**config.mk**
```make
export PLATFORM = sky130hd
export DESIGN_NAME = cam_ctrl
export DESIGN_NICKNAME = d
export VERILOG_FILES = /design/src/rtl/cam_pkg.sv /design/src/rtl/cam_prio_enc.sv /design/src/rtl/cam_ctrl.sv
export SDC_FILE = /design/constraint.sdc
export NUM_CORES = 1
export LEC_CHECK = 0
export CORE_AREA = 2 2 496 498
export DETAILED_ROUTE_END_ITERATION = 6
export DIE_AREA = 0 0 498 500
export PLACE_DENSITY = 0.3
export SYNTH_ARGS = -nofsm -noshare
export SYNTH_HDL_FRONTEND = slang
export SYNTH_SLANG_ARGS = --single-unit
```
**constraint.sdc**
```tcl
create_clock -name clk -period 3.5 [get_ports clk]
set_input_delay 0.35 -clock clk [delete_from_list [all_inputs] [get_ports clk]]
set_output_delay 0.35 -clock clk [all_outputs]
set_load 0.03 [all_outputs]
```
**src/rtl/cam_pkg.sv**
```systemverilog
// Shared types for the CAM command controller: request opcodes and FSM states.
package cam_pkg;

    typedef enum logic [1:0] {
        OP_READ    = 2'b00,
        OP_WRITE   = 2'b01,
        OP_SEARCH  = 2'b10,
        OP_ILLEGAL = 2'b11
    } cam_op_e;

    typedef enum logic [2:0] {
        S_IDLE,
        S_RD,
        S_WR,
        S_SR,
        S_RESP
    } cam_state_e;

    localparam int unsigned CAM_WIDTH      = 32;
    localparam int unsigned CAM_ADDR_WIDTH = 5;

    typedef struct packed {
        logic [CAM_WIDTH-1:0]      data;
        logic [CAM_ADDR_WIDTH-1:0] index;
        logic                      hit;
        logic                      multi;
        logic                      err;
    } cam_rsp_t;

endpackage

```
**src/rtl/cam_prio_enc.sv**
```systemverilog
// Lowest-index priority encoder over the occupancy-masked match vector.
module cam_prio_enc #(
    parameter int unsigned DEPTH      = 32,
    parameter int unsigned ADDR_WIDTH = 5
) (
    input  logic [DEPTH-1:0]      hits,
    output logic [ADDR_WIDTH-1:0] index,
    output logic                  any,
    output logic                  multi
);

    always_comb begin
        index = '0;
        // Scan downward so the lowest set bit is the last one written.
        for (int unsigned i = DEPTH; i > 0; i--) begin
            if (hits[i-1]) index = ADDR_WIDTH'(i - 1);
        end
    end

    assign any   = |hits;
    assign multi = |(hits & (hits - DEPTH'(1)));

endmodule

```
**src/rtl/cam_ctrl.sv**
```systemverilog
// Command-side CAM controller: serialises read/write/search requests onto the
// word array's enables and returns one registered response per request.
module cam_ctrl
    import cam_pkg::*;
#(
    parameter int unsigned WIDTH      = CAM_WIDTH,
    parameter int unsigned DEPTH      = 32,
    parameter int unsigned ADDR_WIDTH = CAM_ADDR_WIDTH
) (
    input  logic                   clk,
    input  logic                   reset,
    input  logic                   req_valid_i,
    output logic                   req_ready_o,
    input  logic [1:0]             req_op_i,
    input  logic [ADDR_WIDTH-1:0]  req_addr_i,
    input  logic [WIDTH-1:0]       req_data_i,
    output logic                   rsp_valid_o,
    input  logic                   rsp_ready_i,
    output logic [WIDTH-1:0]       rsp_data_o,
    output logic [ADDR_WIDTH-1:0]  rsp_index_o,
    output logic                   rsp_hit_o,
    output logic                   rsp_multi_o,
    output logic                   rsp_err_o,
    output logic [DEPTH-1:0]       cam_read_enable_o,
    output logic [DEPTH-1:0]       cam_write_enable_o,
    output logic                   cam_search_enable_o,
    output logic [WIDTH-1:0]       cam_write_data_o,
    output logic [WIDTH-1:0]       cam_search_data_o,
    input  logic [DEPTH*WIDTH-1:0] cam_data_i,
    input  logic [DEPTH-1:0]       cam_search_i
);

    cam_state_e            state;
    cam_state_e            state_next;
    cam_op_e               req_op;
    logic                  req_legal;
    logic [ADDR_WIDTH-1:0] addr_q;
    logic [WIDTH-1:0]      data_q;
    logic [DEPTH-1:0]      valid_q;
    logic [DEPTH-1:0]      addr_onehot;
    logic [DEPTH-1:0]      hits;
    logic [ADDR_WIDTH-1:0] hit_index;
    logic                  hit_any;
    logic                  hit_multi;
    cam_rsp_t              rsp_q;

    assign req_op      = cam_op_e'(req_op_i);
    assign req_legal   = (req_op != OP_ILLEGAL) && (32'(req_addr_i) < DEPTH);
    assign addr_onehot = DEPTH'(1) << addr_q;
    assign hits        = cam_search_i & valid_q;

    cam_prio_enc #(
        .DEPTH      (DEPTH),
        .ADDR_WIDTH (ADDR_WIDTH)
    ) u_prio_enc (
        .hits  (hits),
        .index (hit_index),
        .any   (hit_any),
        .multi (hit_multi)
    );

    always_comb begin
        state_next          = state;
        req_ready_o         = 1'b0;
        rsp_valid_o         = 1'b0;
        cam_read_enable_o   = '0;
        cam_write_enable_o  = '0;
        cam_search_enable_o = 1'b0;
        cam_write_data_o    = '0;
        cam_search_data_o   = '0;
        case (state)
            S_IDLE: begin
                req_ready_o = 1'b1;
                if (req_valid_i) begin
                    if (!req_legal)               state_next = S_RESP;
                    else if (req_op == OP_READ)   state_next = S_RD;
                    else if (req_op == OP_WRITE)  state_next = S_WR;
                    else                          state_next = S_SR;
                end
            end
            S_RD: begin
                cam_read_enable_o = addr_onehot;
                state_next        = S_RESP;
            end
            S_WR: begin
                cam_write_enable_o = addr_onehot;
                cam_write_data_o   = data_q;
                state_next         = S_RESP;
            end
            S_SR: begin
                cam_search_enable_o = 1'b1;
                cam_search_data_o   = data_q;
                state_next          = S_RESP;
            end
            S_RESP: begin
                rsp_valid_o = 1'b1;
                if (rsp_ready_i) state_next = S_IDLE;
            end
            default: state_next = S_IDLE;
        endcase
    end

    always_ff @(posedge clk) begin
        if (reset) begin
            state   <= S_IDLE;
            addr_q  <= '0;
            data_q  <= '0;
            valid_q <= '0;
            rsp_q   <= '0;
        end else begin
            state <= state_next;
            case (state)
                S_IDLE: begin
                    if (req_valid_i) begin
                        addr_q <= req_addr_i;
                        data_q <= req_data_i;
                        if (!req_legal) begin
                            rsp_q <= '{data: '0, index: req_addr_i, hit: 1'b0,
                                       multi: 1'b0, err: 1'b1};
                        end
                    end
                end
                S_WR: begin
                    valid_q <= valid_q | addr_onehot;
                    rsp_q   <= '{data: data_q, index: addr_q, hit: 1'b0,
                                 multi: 1'b0, err: 1'b0};
                end
                S_RD: begin
                    rsp_q.index <= addr_q;
                    rsp_q.hit   <= 1'b0;
                    rsp_q.multi <= 1'b0;
                    if (|(valid_q & addr_onehot)) begin
                        rsp_q.data <= cam_data_i[WIDTH*32'(addr_q) +: WIDTH];
                        rsp_q.err  <= 1'b0;
                    end else begin
                        rsp_q.data <= '0;
                        rsp_q.err  <= 1'b1;
                    end
                end
                S_SR: begin
                    rsp_q <= '{data: data_q, index: hit_index, hit: hit_any,
                               multi: hit_multi, err: 1'b0};
                end
                default: ;
            endcase
        end
    end

    assign rsp_data_o  = rsp_q.data;
    assign rsp_index_o = rsp_q.index;
    assign rsp_hit_o   = rsp_q.hit;
    assign rsp_multi_o = rsp_q.multi;
    assign rsp_err_o   = rsp_q.err;

endmodule

```
## Word level (Yosys, flattened, before mapping)

Cells that the tools add are included.
Widths: inputs -> output; s select.

- Bits in registers: 112
- Input bits: 1,099
- Output and inout port bits: 171
- Logic and storage cells: 85

- $add $sub $neg: 1
- Equality and inequality tests: 9
- Shift operators: 2
- Multiplexer cells: 50
- Bitwise logic cells: 4
- Reduce and logical (&&, ||, !) cells: 10

Operators with widths:

| kind | count |
|---|---|
| $shiftx 1024x11->32 | 1 |
| $mux 32 | 5 |
| $mux 5 | 32 |
| $pmux 40 s4 | 1 |
| $and 32x32->32 | 3 |
| $reduce_or 32->1 | 3 |
| $mux 40 | 2 |
| $or 32x32->32 | 1 |
| $shl 1x5->32 const A | 1 |
| $sub 32x1->32 const B | 1 |
| $mux 3 | 3 |
| $pmux 3 s3 | 1 |
| $ne 2x2->1 const B | 4 |
| $eq 3x2->1 const B | 2 |
| $mux 1 | 5 |
| $reduce_and 2->1 | 2 |
| $reduce_bool 4->1 | 1 |
| $eq 3x1->1 const B | 1 |
| $eq 3x3->1 const B | 1 |
| $logic_not 3->1 | 1 |
| $reduce_and 3->1 | 1 |
| $reduce_or 3->1 | 1 |
| $eq 2x1->1 const B | 1 |
| $logic_not 2->1 | 1 |
| $mux 2 | 1 |

## Logic depth before layout (Yosys ltp)

- Depth after elaboration: 34
- Gate-level depth with buffers: 11
- Depth with buffers taken out: 8

## By module

Synthesis repeated with hierarchy kept, for this count alone.

- Cells, all modules: 1,815
- Area total of the unflattened synthesis: 15,067.0 um^2

Modules (own cells, without submodules):

| module | times used | cells each | area each (um^2) | sequential area each (um^2) |
|---|---|---|---|---|
| cam_ctrl | 1 | 1,699 | 14,377.5 | 2,242.2 |
| cam_prio_enc | 1 | 116 | 689.4 | 0.0 |

## Worst setup path after synthesis

Ideal clock, no wire load.

- Kind: reg2out
- From: reg addr_q[1]
- To: out cam_write_enable_o[19]
- Arrival time: 2.069 ns
- Data required time: 3.150 ns
- Setup slack: 1.081 ns
- Stages on the path, launching flop included: 9
- Path buffers: 5
- Path through: dfxtp_1 > buf_2 > buf_2 > buf_2 > buf_2 > nand2_1 > or2_1 > clkbuf_1 > nor2_1

- Word-level cells in the longest chain between the ends: 2

RTL lines:

| what | RTL line | text |
|---|---|---|
| from (decl) | cam_ctrl.sv:37 | `logic [ADDR_WIDTH-1:0] addr_q;` |
| from (signal assigned) | cam_ctrl.sv:115 | `addr_q <= req_addr_i;` |
| $shl 1x5->32 | cam_ctrl.sv:49 | `assign addr_onehot = DEPTH'(1) << addr_q;` |
| $mux 32 | cam_ctrl.sv:71 | `case (state)` |
| to (decl) | cam_ctrl.sv:25 | `output logic [DEPTH-1:0] cam_write_enable_o,` |

Every way passes these cells.

## Final worst setup path

- From: reg state[1]
- To: out cam_write_enable_o[22]

- Word-level cells in the longest chain between the ends: 2

RTL lines:

| what | RTL line | text |
|---|---|---|
| from (decl) | cam_ctrl.sv:33 | `cam_state_e state;` |
| from (signal assigned) | cam_ctrl.sv:111 | `state <= state_next;` |
| $eq 3x2->1 | cam_ctrl.sv:71 |  |
| $mux 32 | cam_ctrl.sv:71 |  |

Every way passes these cells.

==> qor.yml <==
nets: 3595
finalNonFillerCells: 5757
async_flop_share_pct: 0
drive_above_1_share_pct: 20.7
overflow: 0
place_inst: 5699
period_needed_ns: 3.32
hold_viol_final: 0
synth.yosys.seq_area_share_pct: 16.2
fin_crit_sh_pct: 94.9
cts_buffers: 9
num_vias: 18365
fp.dieH_um: 500
clkTransAtPathRegs_ns: 0.11
final_max_slew_viol_count: 0
post-route-util_pct: 13.0
p_seq_share_pct: 22.2
p_sw_share_pct: 40.2
fin_skew_ns: 0.0675
yosysUniqueCellTypes: 70
std_cell_rows: 182
ir_worst_vdd_mv: 0.235
final.setup.tns_ns: 0
nFillCells: 27654
cts.sinks: 112
cellInternalPower_w: 0.00400
syn_to_final_growth_pct: 129
cp.required_ns: 3.15
cts_max_level: 3
max_freq_mhz: 301
yosys_register_bits: 112
worstMarginPinSlew_ns: 0.999
vias_per_cell: 3.19
initialDrtViolationCount: 1229
cp-end-kind: "output port"
io_buffers: 1269
crit_fanout: 7
synth_warnings: 0
clkPwrFrac_pct: 21.5
place.gp.congestion: 0.908
track_usage_pct: 15.5
seqCellArea_sq_mm: 0.00226
hpwl_um: 178000
wl_um: 200000
p_total_w: 0.00669
relSlewSlack_pct: 33.4
die_area_sq_mm: 0.249
maxCapViolCount: 0
power_density_mw_per_mm2: 211
synthCells: 1239
final_antenna_net_count: 0
syn-num-nets: 2340
grt_pass1_wl_um: 243000
io_pins: 1270
cts_root_buf: "clkbuf_16"
cp_data_arrival_time_ns: 2.97
avgSynthCellArea_sq_um: 11.2
initial_core_util_pct: 5.68
die_x_um: 498
leakage_nw: 9.69
rsz0062_at_grt: "false"
cts_max_path_buffers: 2
grt_max_degree: 57
multi_input_area_sq_mm: 0.0111
power_switching_w: 0.00269
critPathKind: "reg -> out"
start_kind: "register"
syn_area_sq_mm: 0.0139
grt_pass1_vias: 19287
synth_edf_count: 0
firstDrtPassIters: 5
p_comb_share_pct: 56.3
drcViolationCount: 0
hp-class: "in -> reg"
antenna_found_initial: 164
core_sq_mm: 0.244
wl_per_cell_um: 34.7
finalSetupViolCount: 0
clock_latency_ns: 0.53
synth-main-ff-cell: "dfxtp_1"
tritoncts: "done"
outcome: "complete, no violations"
## cell usage in the layout, fill, tap and decap left out, drive strengths merged, types with 3 or more instances in the layout
master / instances
clkdlybuf4s50: 1233
and2: 37
nor3: 5
a22o: 3
mux2i: 40
nand4: 6
mux4: 320
or2: 3
nor2b: 7
a21oi: 63
diode: 38
a22oi: 46
inv: 13
o221ai: 4
o21ai: 11
buf: 143
maj3: 4
a31oi: 5
nand3: 12
o21ba: 8
and3: 39
or3: 5
nor2: 128
o2111ai: 4
nand2: 145
dfxtp: 112
nor4: 3
o211ai: 6
o22ai: 38
nand2b: 10
clkbuf: 9
## cell type report
type,count,area share [%]
flip-flops and latches,112,7.12
inverters,8,0.0945
well taps,3220,12.7
clock buffers,9,0.709
diodes,38,0.299
multi-input cells,987,34.8
repair buffers,1376,44.0
clock inverters,7,0.288
## worst max-delay path: stages (launching register included)
cell,delay (ns)
dfxtp_1,0.51
nor2b_4,0.24
nand2b_1,0.15
or3_1,0.43
nor2_1,0.39
clkdlybuf4s50_1,0.78
## Yosys cell counts (5+ instances only)
library cell / count / area, sq um
o21ai_0: 10 / 50.1
dfxtp_1: 112 / 2240
inv_1: 8 / 30.0
nor2_1: 128 / 480
o211ai_1: 6 / 45.0
clkbuf_1: 63 / 236
nand2b_1: 10 / 62.6
nand3_1: 10 / 50.1
a31oi_1: 5 / 31.3
buf_4: 8 / 60.1
a21oi_1: 63 / 315
and3_1: 38 / 238
or3_1: 5 / 31.3
o22ai_1: 38 / 238
a22oi_1: 45 / 338
and2_1: 35 / 219
mux4_2: 320 / 7210
mux2i_1: 40 / 400
o21ba_2: 8 / 80.1
nor2b_1: 7 / 43.8
buf_1: 23 / 86.3
nand4_1: 5 / 31.3
buf_2: 36 / 180
nand2_1: 143 / 537
## worst paths after layout
| path | to | start | cells after the start | slack [ns] |
|---|---|---|---|---|
| max | cam_write_enable_o[22] | state[1]$_SDFFE_PP0P_ | 5 | 0.18 |
| min reg2reg | rsp_hit_o$_SDFFE_PP0P_ | rsp_hit_o$_SDFFE_PP0P_ | 2 | 0.46 |
| min | rsp_index_o[4]$_SDFFE_PP0P_ | reset | 3 | 0.37 |
| max reg2reg | rsp_data_o[29]$_SDFFE_PP0P_ | addr_q[1]$_SDFFE_PP0P_ | 7 | 0.25 |
## stage by stage
step	hold slack (ns)	area, sq um	setup slack [ns]
5_1_grt	0.390	31700	0.00220
3_3_place_gp	0.445	31300	-0.0586
3_5_place_dp	0.447	31300	-0.0778
4_1_cts	0.364	31700	0.0935
6_report	0.371	31800	0.177
2_1_floorplan	0.454	13900	1.08
## sequential cells by signal, summed over array words and instances, names as in the netlist
signal       cells
addr_q           5
data_q          32
rsp_data_o      32
rsp_err_o        1
rsp_hit_o        1
rsp_index_o      5
rsp_multi_o      1
state            3
valid_q         32
## routing by layer
layer	vias to the layer above	wire length [um]	global-route usage (%)	share of wire, %
met4	52	6260	4.00	3.1
met5	-	327	0	0.16
met1	9185	78300	17.8	39
met2	1187	99300	27.5	50
li1	7636	-	-	-
met3	305	15700	4.99	7.8
## power groups by stage
stage / Combinational (W) / Sequential (W) / Clock (W)
3_5_place_dp: 0.00385 / 0.00153 / 0
5_1_grt: 0.00398 / 0.00150 / 0.00154
6_report: 0.00377 / 0.00149 / 0.00144
3_3_place_gp: 0.00386 / 0.00153 / 0
2_1_floorplan: 0.00141 / 0.00142 / 0
4_1_cts: 0.00389 / 0.00149 / 0.00154
## kinds of logic (layout without fill, tap and decap cells)
family	count (synthesis)	count (layout)	share of synthesized area [%]
AO/OA/AOI/OAI	213	213	10.3
buffers and inverters	140	1400	4.44
multiplexers	360	360	54.8
adder cells (fa/ha/maj)	6	6	0.478
other	0	38	0
AND/OR/NAND/NOR	407	407	13.7
XOR/XNOR	1	1	0.0631
flip-flops	112	112	16.2
## timing repair
action                                 CTS  global route
hold buffers                             0             0
buffers inserted                         4             0
endpoints found under the hold margin    0             0
gates resized for setup                  1             0
setup endpoints to repair                6             0
(Power assumes the default switching activity.)
